--- src/rtl/pid_cfg_pkg.sv ---
// Shared constants and types for the PID coefficient scheduler.
// Holds the register map, FSM state encoding, FP32 reset values and
// the reset image of a 12-word coefficient bank.
package pid_cfg_pkg;

    localparam int unsigned NUM_CFG_REGS = 12;
    localparam int unsigned CFG_DW       = 32;
    localparam int unsigned CFG_AW       = 4;

    // Register map
    localparam logic [CFG_AW-1:0] CFG_A0         = 4'd0;
    localparam logic [CFG_AW-1:0] CFG_C1         = 4'd1;
    localparam logic [CFG_AW-1:0] CFG_C2         = 4'd2;
    localparam logic [CFG_AW-1:0] CFG_C3         = 4'd3;
    localparam logic [CFG_AW-1:0] CFG_C4         = 4'd4;
    localparam logic [CFG_AW-1:0] CFG_C5         = 4'd5;
    localparam logic [CFG_AW-1:0] CFG_C6         = 4'd6;
    localparam logic [CFG_AW-1:0] CFG_C7         = 4'd7;
    localparam logic [CFG_AW-1:0] CFG_C8         = 4'd8;
    localparam logic [CFG_AW-1:0] CFG_YSAT       = 4'd9;
    localparam logic [CFG_AW-1:0] CFG_RECIP_YSAT = 4'd10;
    localparam logic [CFG_AW-1:0] CFG_W_TARGET   = 4'd11;

    // FP32 reset constants
    localparam logic [CFG_DW-1:0] FP32_ZERO           = 32'h0000_0000;
    localparam logic [CFG_DW-1:0] FP32_YSAT_RST       = 32'h4140_0000; // 12.0f
    localparam logic [CFG_DW-1:0] FP32_RECIP_YSAT_RST = 32'h3DAA_AAAB; // 1/12

    typedef enum logic {
        IDLE    = 1'b0,
        PENDING = 1'b1
    } cfg_state_e;

    typedef logic [NUM_CFG_REGS-1:0][CFG_DW-1:0] cfg_bank_t;

    function automatic logic cfg_addr_valid(input logic [CFG_AW-1:0] addr);
        return addr <= CFG_W_TARGET;
    endfunction

    // Reset image: everything zero except the two saturation words.
    function automatic cfg_bank_t cfg_bank_reset(input logic [CFG_DW-1:0] ysat,
                                                 input logic [CFG_DW-1:0] recip_ysat);
        cfg_bank_t bank;
        for (int i = 0; i < int'(NUM_CFG_REGS); i++) begin
            bank[i] = FP32_ZERO;
        end
        bank[CFG_YSAT]       = ysat;
        bank[CFG_RECIP_YSAT] = recip_ysat;
        return bank;
    endfunction

endpackage

--- src/rtl/cfg_shadow_bank.sv ---
// Shadow coefficient bank: 12 x 32-bit write-addressed registers.
// Ports:
//   clk, rst_n        clock, async active-low reset
//   i_wr_en           write strobe (already qualified by the FSM state)
//   i_addr, i_wdata   register index and FP32 data
//   o_bank            full shadow contents, read in parallel by the commit
//   o_addr_invalid_c  combinational flag: i_addr is outside the register map
module cfg_shadow_bank
    import pid_cfg_pkg::*;
#(
    parameter logic [31:0] YSAT_RST       = FP32_YSAT_RST,
    parameter logic [31:0] RECIP_YSAT_RST = FP32_RECIP_YSAT_RST
) (
    input  logic             clk,
    input  logic             rst_n,
    input  logic             i_wr_en,
    input  logic [3:0]       i_addr,
    input  logic [31:0]      i_wdata,
    output cfg_bank_t        o_bank,
    output logic             o_addr_invalid_c
);

    cfg_bank_t r_bank;

    assign o_addr_invalid_c = !cfg_addr_valid(i_addr);
    assign o_bank           = r_bank;

    // Decoded per-word write; invalid addresses match no word.
    always_ff @(posedge clk or negedge rst_n) begin
        if (!rst_n) begin
            r_bank <= cfg_bank_reset(YSAT_RST, RECIP_YSAT_RST);
        end else if (i_wr_en) begin
            for (int i = 0; i < int'(NUM_CFG_REGS); i++) begin
                if (i_addr == CFG_AW'(i)) begin
                    r_bank[i] <= i_wdata;
                end
            end
        end
    end

endmodule

--- src/rtl/pid_coef_scheduler.sv ---
// Configuration sequencer for the motor control loop. The host fills a shadow
// bank; a commit copies all 12 words into the live bank in one edge, but only
// on a cycle where the PID datapath is idle and no encoder sample launches.
// Ports:
//   aclk, rst_n                     clock, async active-low reset
//   cfg_wr_en/cfg_addr/cfg_wdata    shadow write port (addr 12..15 invalid)
//   cfg_commit                      request to publish shadow -> live
//   pid_busy, pid_data_valid        PID activity; either blocks the copy
//   a0_out .. w_target_out          registered live bank
//   commit_pending                  commit waiting for an idle window
//   commit_done / commit_err        one-cycle pulses: copied / timed out
//   cfg_wr_err                      one-cycle pulse on a rejected write
//   bank_gen                        successful commit count, wraps
module pid_coef_scheduler
    import pid_cfg_pkg::*;
#(
    parameter int unsigned TIMEOUT_CYC    = 100_000,
    parameter logic [31:0] YSAT_RST       = FP32_YSAT_RST,
    parameter logic [31:0] RECIP_YSAT_RST = FP32_RECIP_YSAT_RST
) (
    input  logic        aclk,
    input  logic        rst_n,
    input  logic        cfg_wr_en,
    input  logic [3:0]  cfg_addr,
    input  logic [31:0] cfg_wdata,
    input  logic        cfg_commit,
    input  logic        pid_busy,
    input  logic        pid_data_valid,
    output logic [31:0] a0_out,
    output logic [31:0] c1_out,
    output logic [31:0] c2_out,
    output logic [31:0] c3_out,
    output logic [31:0] c4_out,
    output logic [31:0] c5_out,
    output logic [31:0] c6_out,
    output logic [31:0] c7_out,
    output logic [31:0] c8_out,
    output logic [31:0] ysat_out,
    output logic [31:0] recip_ysat_out,
    output logic [31:0] w_target_out,
    output logic        commit_pending,
    output logic        commit_done,
    output logic        commit_err,
    output logic        cfg_wr_err,
    output logic [7:0]  bank_gen
);

    localparam int unsigned CNT_W = $clog2(TIMEOUT_CYC);
    localparam logic [CNT_W-1:0] CNT_LAST = CNT_W'(TIMEOUT_CYC - 1);

    cfg_state_e       r_state;
    cfg_state_e       w_state_nxt;
    logic [CNT_W-1:0] r_wait_cnt;
    logic [CNT_W-1:0] w_wait_cnt_nxt;
    logic             w_copy;
    logic             w_timeout;

    cfg_bank_t        w_shadow;
    cfg_bank_t        r_live;
    logic             w_addr_invalid_c;
    logic             w_wr_accept;
    logic             w_wr_reject;
    logic             w_eligible;

    logic             r_commit_pending;
    logic             r_commit_done;
    logic             r_commit_err;
    logic             r_cfg_wr_err;
    logic [7:0]       r_bank_gen;

    // Writes land only in IDLE; a write alongside cfg_commit still counts.
    assign w_wr_accept = cfg_wr_en && (r_state == IDLE);
    assign w_wr_reject = cfg_wr_en && ((r_state == PENDING) || w_addr_invalid_c);
    assign w_eligible  = !pid_busy && !pid_data_valid;

    cfg_shadow_bank #(
        .YSAT_RST       (YSAT_RST),
        .RECIP_YSAT_RST (RECIP_YSAT_RST)
    ) u_shadow (
        .clk              (aclk),
        .rst_n            (rst_n),
        .i_wr_en          (w_wr_accept),
        .i_addr           (cfg_addr),
        .i_wdata          (cfg_wdata),
        .o_bank           (w_shadow),
        .o_addr_invalid_c (w_addr_invalid_c)
    );

    // State and wait counter
    always_ff @(posedge aclk or negedge rst_n) begin
        if (!rst_n) begin
            r_state    <= IDLE;
            r_wait_cnt <= '0;
        end else begin
            r_state    <= w_state_nxt;
            r_wait_cnt <= w_wait_cnt_nxt;
        end
    end

    // Next state; an eligible cycle wins over a timeout on the same cycle.
    always_comb begin
        w_state_nxt    = r_state;
        w_wait_cnt_nxt = r_wait_cnt;
        w_copy         = 1'b0;
        w_timeout      = 1'b0;
        case (r_state)
            IDLE: begin
                if (cfg_commit) begin
                    w_state_nxt    = PENDING;
                    w_wait_cnt_nxt = '0;
                end
            end
            PENDING: begin
                if (w_eligible) begin
                    w_copy      = 1'b1;
                    w_state_nxt = IDLE;
                end else if (r_wait_cnt == CNT_LAST) begin
                    w_timeout   = 1'b1;
                    w_state_nxt = IDLE;
                end else begin
                    w_wait_cnt_nxt = r_wait_cnt + CNT_W'(1);
                end
            end
            default: begin
                w_state_nxt = IDLE;
            end
        endcase
    end

    // Live bank, generation counter and status pulses
    always_ff @(posedge aclk or negedge rst_n) begin
        if (!rst_n) begin
            r_live           <= cfg_bank_reset(YSAT_RST, RECIP_YSAT_RST);
            r_bank_gen       <= 8'd0;
            r_commit_pending <= 1'b0;
            r_commit_done    <= 1'b0;
            r_commit_err     <= 1'b0;
            r_cfg_wr_err     <= 1'b0;
        end else begin
            if (w_copy) begin
                r_live     <= w_shadow;
                r_bank_gen <= r_bank_gen + 8'd1;
            end
            r_commit_pending <= (w_state_nxt == PENDING);
            r_commit_done    <= w_copy;
            r_commit_err     <= w_timeout;
            r_cfg_wr_err     <= w_wr_reject;
        end
    end

    assign a0_out         = r_live[CFG_A0];
    assign c1_out         = r_live[CFG_C1];
    assign c2_out         = r_live[CFG_C2];
    assign c3_out         = r_live[CFG_C3];
    assign c4_out         = r_live[CFG_C4];
    assign c5_out         = r_live[CFG_C5];
    assign c6_out         = r_live[CFG_C6];
    assign c7_out         = r_live[CFG_C7];
    assign c8_out         = r_live[CFG_C8];
    assign ysat_out       = r_live[CFG_YSAT];
    assign recip_ysat_out = r_live[CFG_RECIP_YSAT];
    assign w_target_out   = r_live[CFG_W_TARGET];

    assign commit_pending = r_commit_pending;
    assign commit_done    = r_commit_done;
    assign commit_err     = r_commit_err;
    assign cfg_wr_err     = r_cfg_wr_err;
    assign bank_gen       = r_bank_gen;

endmodule

--- config.mk ---
export PLATFORM = sky130hd
export DESIGN_NAME = pid_coef_scheduler
export DESIGN_NICKNAME = d
export VERILOG_FILES = /design/src/rtl/pid_cfg_pkg.sv /design/src/rtl/cfg_shadow_bank.sv /design/src/rtl/pid_coef_scheduler.sv
export SDC_FILE = /design/constraint.sdc
export NUM_CORES = 1
export LEC_CHECK = 0
export ABC_CLOCK_PERIOD_IN_PS = 3500
export CAP_MARGIN = 10
export CORE_AREA = 3 3 288 360
export CTS_CLUSTER_DIAMETER = 50
export DETAILED_ROUTE_END_ITERATION = 6
export DIE_AREA = 0 0 291 363
export PLACE_DENSITY_LB_ADDON = 0.2
export REMOVE_ABC_BUFFERS = 1
export SYNTH_ARGS = -nofsm -noshare
export SYNTH_HDL_FRONTEND = slang
export SYNTH_SLANG_ARGS = --single-unit
--- constraint.sdc ---
create_clock -name aclk -period 3.5 [get_ports aclk]
set_input_delay 1.05 -clock aclk [delete_from_list [all_inputs] [get_ports aclk]]
set_output_delay 1.05 -clock aclk [all_outputs]
set_load 0.01 [all_outputs]
==> results of run 1 <==
## cell type report
class	instances	area share (%)
antenna	1	0.00631
clock buffer	124	6.83
clock inverter	54	1.59
multi-input combinational	887	23.9
sequential	797	50.4
tap	1320	4.16
timing repair buffer	501	13.0
## routing by layer
layer,part of all wire [%],wire length (microns)
met1,43,34400
met2,50,40800
met3,4.9,3980
met4,2.1,1670
met5,0,0
## layout by cell type, fill, tap and decap left out, types with 3 or more instances in the layout
cell type / instances
dfstp_2: 42
or4_1: 3
dfrtp_1: 755
clkinv_4: 9
mux2i_1: 9
nor4_1: 3
clkbuf_1: 10
clkdlybuf4s50_1: 436
xnor2_1: 4
bufinv_16: 10
clkbuf_8: 16
nand2_2: 5
and3_2: 3
clkinvlp_4: 5
inv_6: 9
nand2_4: 4
mux2_1: 6
clkinv_2: 17
xor2_1: 4
nand2_1: 19
clkbuf_16: 98
buf_12: 25
nor2b_1: 4
nor2_1: 9
nand4_1: 8
mux2_2: 763
inv_8: 3
o21ai_0: 3
buf_4: 39
nand3_1: 9
## where the power goes
group	internal [mW]	total [mW]	switching [mW]
Combinational	6.32	10.2	3.87
Sequential	12.8	14.9	2.09
Clock	6.26	10.2	3.99
## worst max path at each step
stage	startpoint	endpoint	cells after the start
after global placement	cfg_addr[3]	u_shadow.o_bank[48]	5
final	commit_pending	commit_pending	1
after floorplan	pid_data_valid	bank_gen[4]	3
after global routing	commit_pending	commit_pending	1
after detailed placement	cfg_addr[3]	u_shadow.o_bank[55]	5
after CTS	commit_pending	commit_pending	1
## stage by stage
| stage | cells | TNS [ns] | hold slack (ns) |
|---|---|---|---|
| finish | 3684 | 0 | 0.328 |
| global route | 3683 | 0 | 0.330 |
| CTS | 3683 | 0 | 0.308 |
| detailed placement | 3505 | 0 | 0.464 |
| global placement | 3505 | 0 | 0.460 |
| floorplan | 1684 | -5478.68 | 0.452 |
## cells by family (layout without fill, tap and decap cells)
family                     after synthesis  in the layout  share of synthesized area (%)
buffers and inverters                  119            679                           2.09
AOI/OAI and AO/OA                       17             17                          0.412
other                                    0              1                              0
DFF                                    797            797                           66.5
muxes                                  778            778                           29.1
xor gates and xnor gates                 8              8                          0.233
adders and majority gates                2              2                         0.0832
and+or+nand+nor                         82             82                           1.57
==> impl_metrics.ini, run 1 <==
[outcome]
status = completed

[timing]
rsz0062_at_grt = no
fmaxAchievable_mhz = 340
maxSlewHeadroom_pct = 46.9
fin_crit_sh_pct = 84.1
finalSetupViolCount = 0
hold_viol = 0
final.min_clock_period_ns = 2.94
tightest_slew_ns = 0.794
slew_viol_final = 0
finalClockSkew_ns = 0.0248
layout_setup_ws_ns = 0.556

[drt]
drc = 0
routed_via_density = 4.57
drt-total-wl_mm = 80.9
vias = 16800
drt_iter0_drc = 592
wl_per_cell_microns = 22.0
firstDrtPassIters = 4
antenna_left = 0

[grt]
gr-usage-met2_pct = 26.4
grt_use_met3_pct = 3.38
grt_usage_pct = 15.3
met1_usage_pct = 19.1
grt_pass1_vias = 18400
grt.busiest_layer = met2
grt_overflow = 0
grt_antenna_before_repair = 2
grt_max_degree = 105
grt_pass1_wl_mm = 122

[finish]
multiInputGateArea_sq_mm = 0.00949
drive_above_1_share_pct = 44.7
largest_reg_flops = 384
area_delta_synth_final_pct = 31.9
n_fill_cell = 9247
layout.nets = 2328
ff_latch_area_sq_mm = 0.0200
post-route-util_pct = 39.4
final_area_sq_mm = 0.0397

[clock_tree]
cts_hold_buf = 0
clock_sinks = 797
clkLatencyLatePin_ns = 0.64
cts_tree = done
clockBufferDepth = 3
cts_buffers = 97
ctsRootBufferMaster = clkbuf_16
post_cts_resized = 0
htree_num_levels = 3
cts_setup_buffers = 0
cts.clk_slew.worst_paths_ns = 0.06

[power]
p_leak_nw = 17.9
pwr_density_cell_mw_per_mm2 = 892
vdd_ir_drop_max_uv = 518
power.total_mw = 35.4

[synth]
synth_edf_count = 0
synth_commonest_cells = mux2_2, dfrtp_1, buf_2
avgSynthCellArea_sq_um = 16.7
synth.distinct_cells = 42
syn_area_sq_mm = 0.0301
synth_ff_type = dfrtp_1
synth_seq_area_share_pct = 66.5
synth_area_leaders = dfrtp_1, mux2_2, dfstp_2, buf_2, buf_4
ys_seq_elements = 797
postSynthCellCount = 1803
synth_top_cell_area_share_pct = 62.8
synth.most_common_cell = mux2_2
yosys_warnings = 0
synth.largest_area_cell = dfrtp_1
synthArstFlopShare_pct = 100

[placement]
place_area_sq_mm = 0.0363
gp_congestion = 0.743
hpwl_mm = 53.4
port_buffers = 437
dp_slack_ns = 0.330

[critical_path]
cp_num_buf_inv = 1
cp_slowest_stage_delay_ns = 0.63
crit_chain = clkdlybuf4s50_1
arrival_ns = 1.89
cp-start-kind = flip-flop
cp-end-kind = primary output
r2r_end = c6_out[10]
critical_path_required_ns = 2.45
r2r-start = commit_pending
cp_top_family = buffers and inverters
reg2reg_slack_ns = 1.28
slowest_stage = clkdlybuf4s50_1
worst-r2r-cell-count = 4
critical_path_class = flip-flop to primary output
crit_path_max_fanout = 12

[run]
max_cap_violations = 0

[floorplan]
ios = 438
dieArea_sq_mm = 0.106
die_y_microns = 363
die_w_microns = 291
rows = 130
core_area_sq_mm = 0.101
initial_core_util_pct = 29.9

[min_path]
hp-class = input port to async pin
(Power assumes the default switching activity.)
==> run 2, diff against run 1 <==
--- a/config.mk
+++ b/config.mk
@@ -5,7 +5,7 @@
 export SDC_FILE = /design/constraint.sdc
 export NUM_CORES = 1
 export LEC_CHECK = 0
-export ABC_CLOCK_PERIOD_IN_PS = 3500
+export ABC_CLOCK_PERIOD_IN_PS = 2600
 export CAP_MARGIN = 10
 export CORE_AREA = 3 3 288 360
 export CTS_CLUSTER_DIAMETER = 50
==> constraint.sdc (replaced) <==
create_clock -name aclk -period 2.6 [get_ports aclk]
set_input_delay 0.78 -clock aclk [delete_from_list [all_inputs] [get_ports aclk]]
set_output_delay 0.78 -clock aclk [all_outputs]
set_load 0.01 [all_outputs]
==> run 2 against run 1 <==
  * Critical path depth unchanged
  * Combinational power increased by 33%
  * Count of clock-buffer cells in the layout grew 3
  * Design area is 0.93% higher
  * Sequential power up 36%
  * First-iteration DRC count increased by 2.4%
  * Clock power grew 31%
  * Via count increased by 0.24%
  * Hold slack got worse by 0.18 ns
==> impl_metrics.ini, run 2 (synthesis gave the netlist of run 1 again) <==
[outcome]
status = completed

[critical_path]
worst-r2r-cell-count = 4
r2r_end = c1_out[7]
reg2reg_slack_ns = 0.58
cp-start-kind = flip-flop
cp_slowest_stage_delay_ns = 0.57
arrival_ns = 1.75
critical_path_class = flip-flop to primary output
crit_path_max_fanout = 2
crit_chain = clkdlybuf4s50_1
cp-end-kind = primary output
cp_num_buf_inv = 1
slowest_stage = dfstp_2
critical_path_required_ns = 1.82
cp_top_family = flip-flops
r2r-start = commit_pending

[drt]
vias = 16900
firstDrtPassIters = 4
drt_iter0_drc = 606
drt-total-wl_mm = 81.9
wl_per_cell_microns = 22.1
routed_via_density = 4.56
drc = 0
antenna_left = 0

[grt]
grt_antenna_before_repair = 2
grt_pass1_vias = 18500
grt_pass1_wl_mm = 123
grt_overflow = 0
grt_max_degree = 81
grt_usage_pct = 15.4

[floorplan]
rows = 130
dieArea_sq_mm = 0.106
die_w_microns = 291
initial_core_util_pct = 29.9
core_area_sq_mm = 0.101
ios = 438
die_y_microns = 363

[timing]
hold_viol = 0
rsz0062_at_grt = no
maxSlewHeadroom_pct = 52.6
layout_setup_ws_ns = 0.0743
tightest_slew_ns = 0.711
finalClockSkew_ns = 0.0228
final.min_clock_period_ns = 2.53
fmaxAchievable_mhz = 396
fin_crit_sh_pct = 97.1
slew_viol_final = 0
finalSetupViolCount = 0

[placement]
hpwl_mm = 55.0
port_buffers = 437
place_area_sq_mm = 0.0368
dp_slack_ns = -0.150
dp_cells = 3526
gp_congestion = 0.754

[clock_tree]
ctsRootBufferMaster = clkbuf_16
cts_setup_buffers = 0
htree_num_levels = 3
clkLatencyLatePin_ns = 0.64
cts_buffers = 93
cts.clk_slew.worst_paths_ns = 0.06
clockBufferDepth = 3
cts_tree = done
cts_hold_buf = 0
clock_sinks = 797

[finish]
layout.nets = 2345
n_fill_cell = 9239
drive_above_1_share_pct = 45.1
post-route-util_pct = 39.8
area_delta_synth_final_pct = 33.1
final_area_sq_mm = 0.0400
largest_reg_flops = 384
final_cell_mix = mux2_2, dfrtp_1, clkdlybuf4s50_1, clkbuf_16, buf_12
antennaDiodeCount = 0
multiInputGateArea_sq_mm = 0.00949
layout.cells.most_common = mux2_2
fin_cells = 3702
ff_latch_area_sq_mm = 0.0200

[min_path]
hp-class = input port to async pin

[power]
p_leak_nw = 18.1
pwr_density_cell_mw_per_mm2 = 1180
vdd_ir_drop_max_uv = 569

[run]
max_cap_violations = 0
==> run 2: routing by layer <==
metal	track usage, %	vias to the layer above	routed length (microns)
met2	26.0	392	40300
li1	-	7382	-
met4	4.62	0	2120
met1	20.2	8998	35800
met3	2.68	109	3710
met5	0	-	0
==> run 2: repair_timing <==
action	in CTS	in global routing
hold endpoints to repair	0	0
setup endpoints to repair	6	1
resized for setup	7	1
==> run 2: per-stage QoR <==
stage / TNS [ns] / hold WS (ns) / total power [mW]
after floorplan: -5726.27 / 0.452 / 25.6
after global placement: -15.52 / 0.465 / 34.1
after detailed placement: -28.96 / 0.473 / 34.4
after CTS: 0 / 0.136 / 48.2
after global routing: 0 / 0.135 / 49.8
final: 0 / 0.148 / 47.3
==> run 2: worst max path at each step <==
stage	start	to	slack (ns)	cells past startpoint
floorplan	pid_data_valid	bank_gen[4]	-14.64	3
global placement	pid_data_valid	c7_out[13]	-0.09	5
detailed placement	pid_data_valid	c1_out[0]	-0.15	5
CTS	ysat_out[30]	ysat_out[30]	0.0004	1
global route	recip_ysat_out[27]	recip_ysat_out[27]	0.008	1
finish	recip_ysat_out[17]	recip_ysat_out[17]	0.07	1
==> run 2: layout make-up <==
class	count	area share, %
Clock inverter	49	1.35
Clock buffer	127	6.79
Tap cell	1320	4.13
Timing Repair Buffer	522	14.1
Sequential cell	797	50.0
Multi-Input combinational cell	887	23.7
==> run 2: power breakdown <==
group	internal (mW)	switching (mW)	leakage, nW
Combinational	8.52	5.11	6.31
Sequential	17.3	2.98	10.2
Clock	7.96	5.46	1.58
==> run 2: worst register-to-register path: stages, from the launching register on <==
cell	delay [ns]
dfrtp_2	0.53
nor3b_4	0.34
buf_4	0.35
buf_12	0.29
mux2_2	0.41
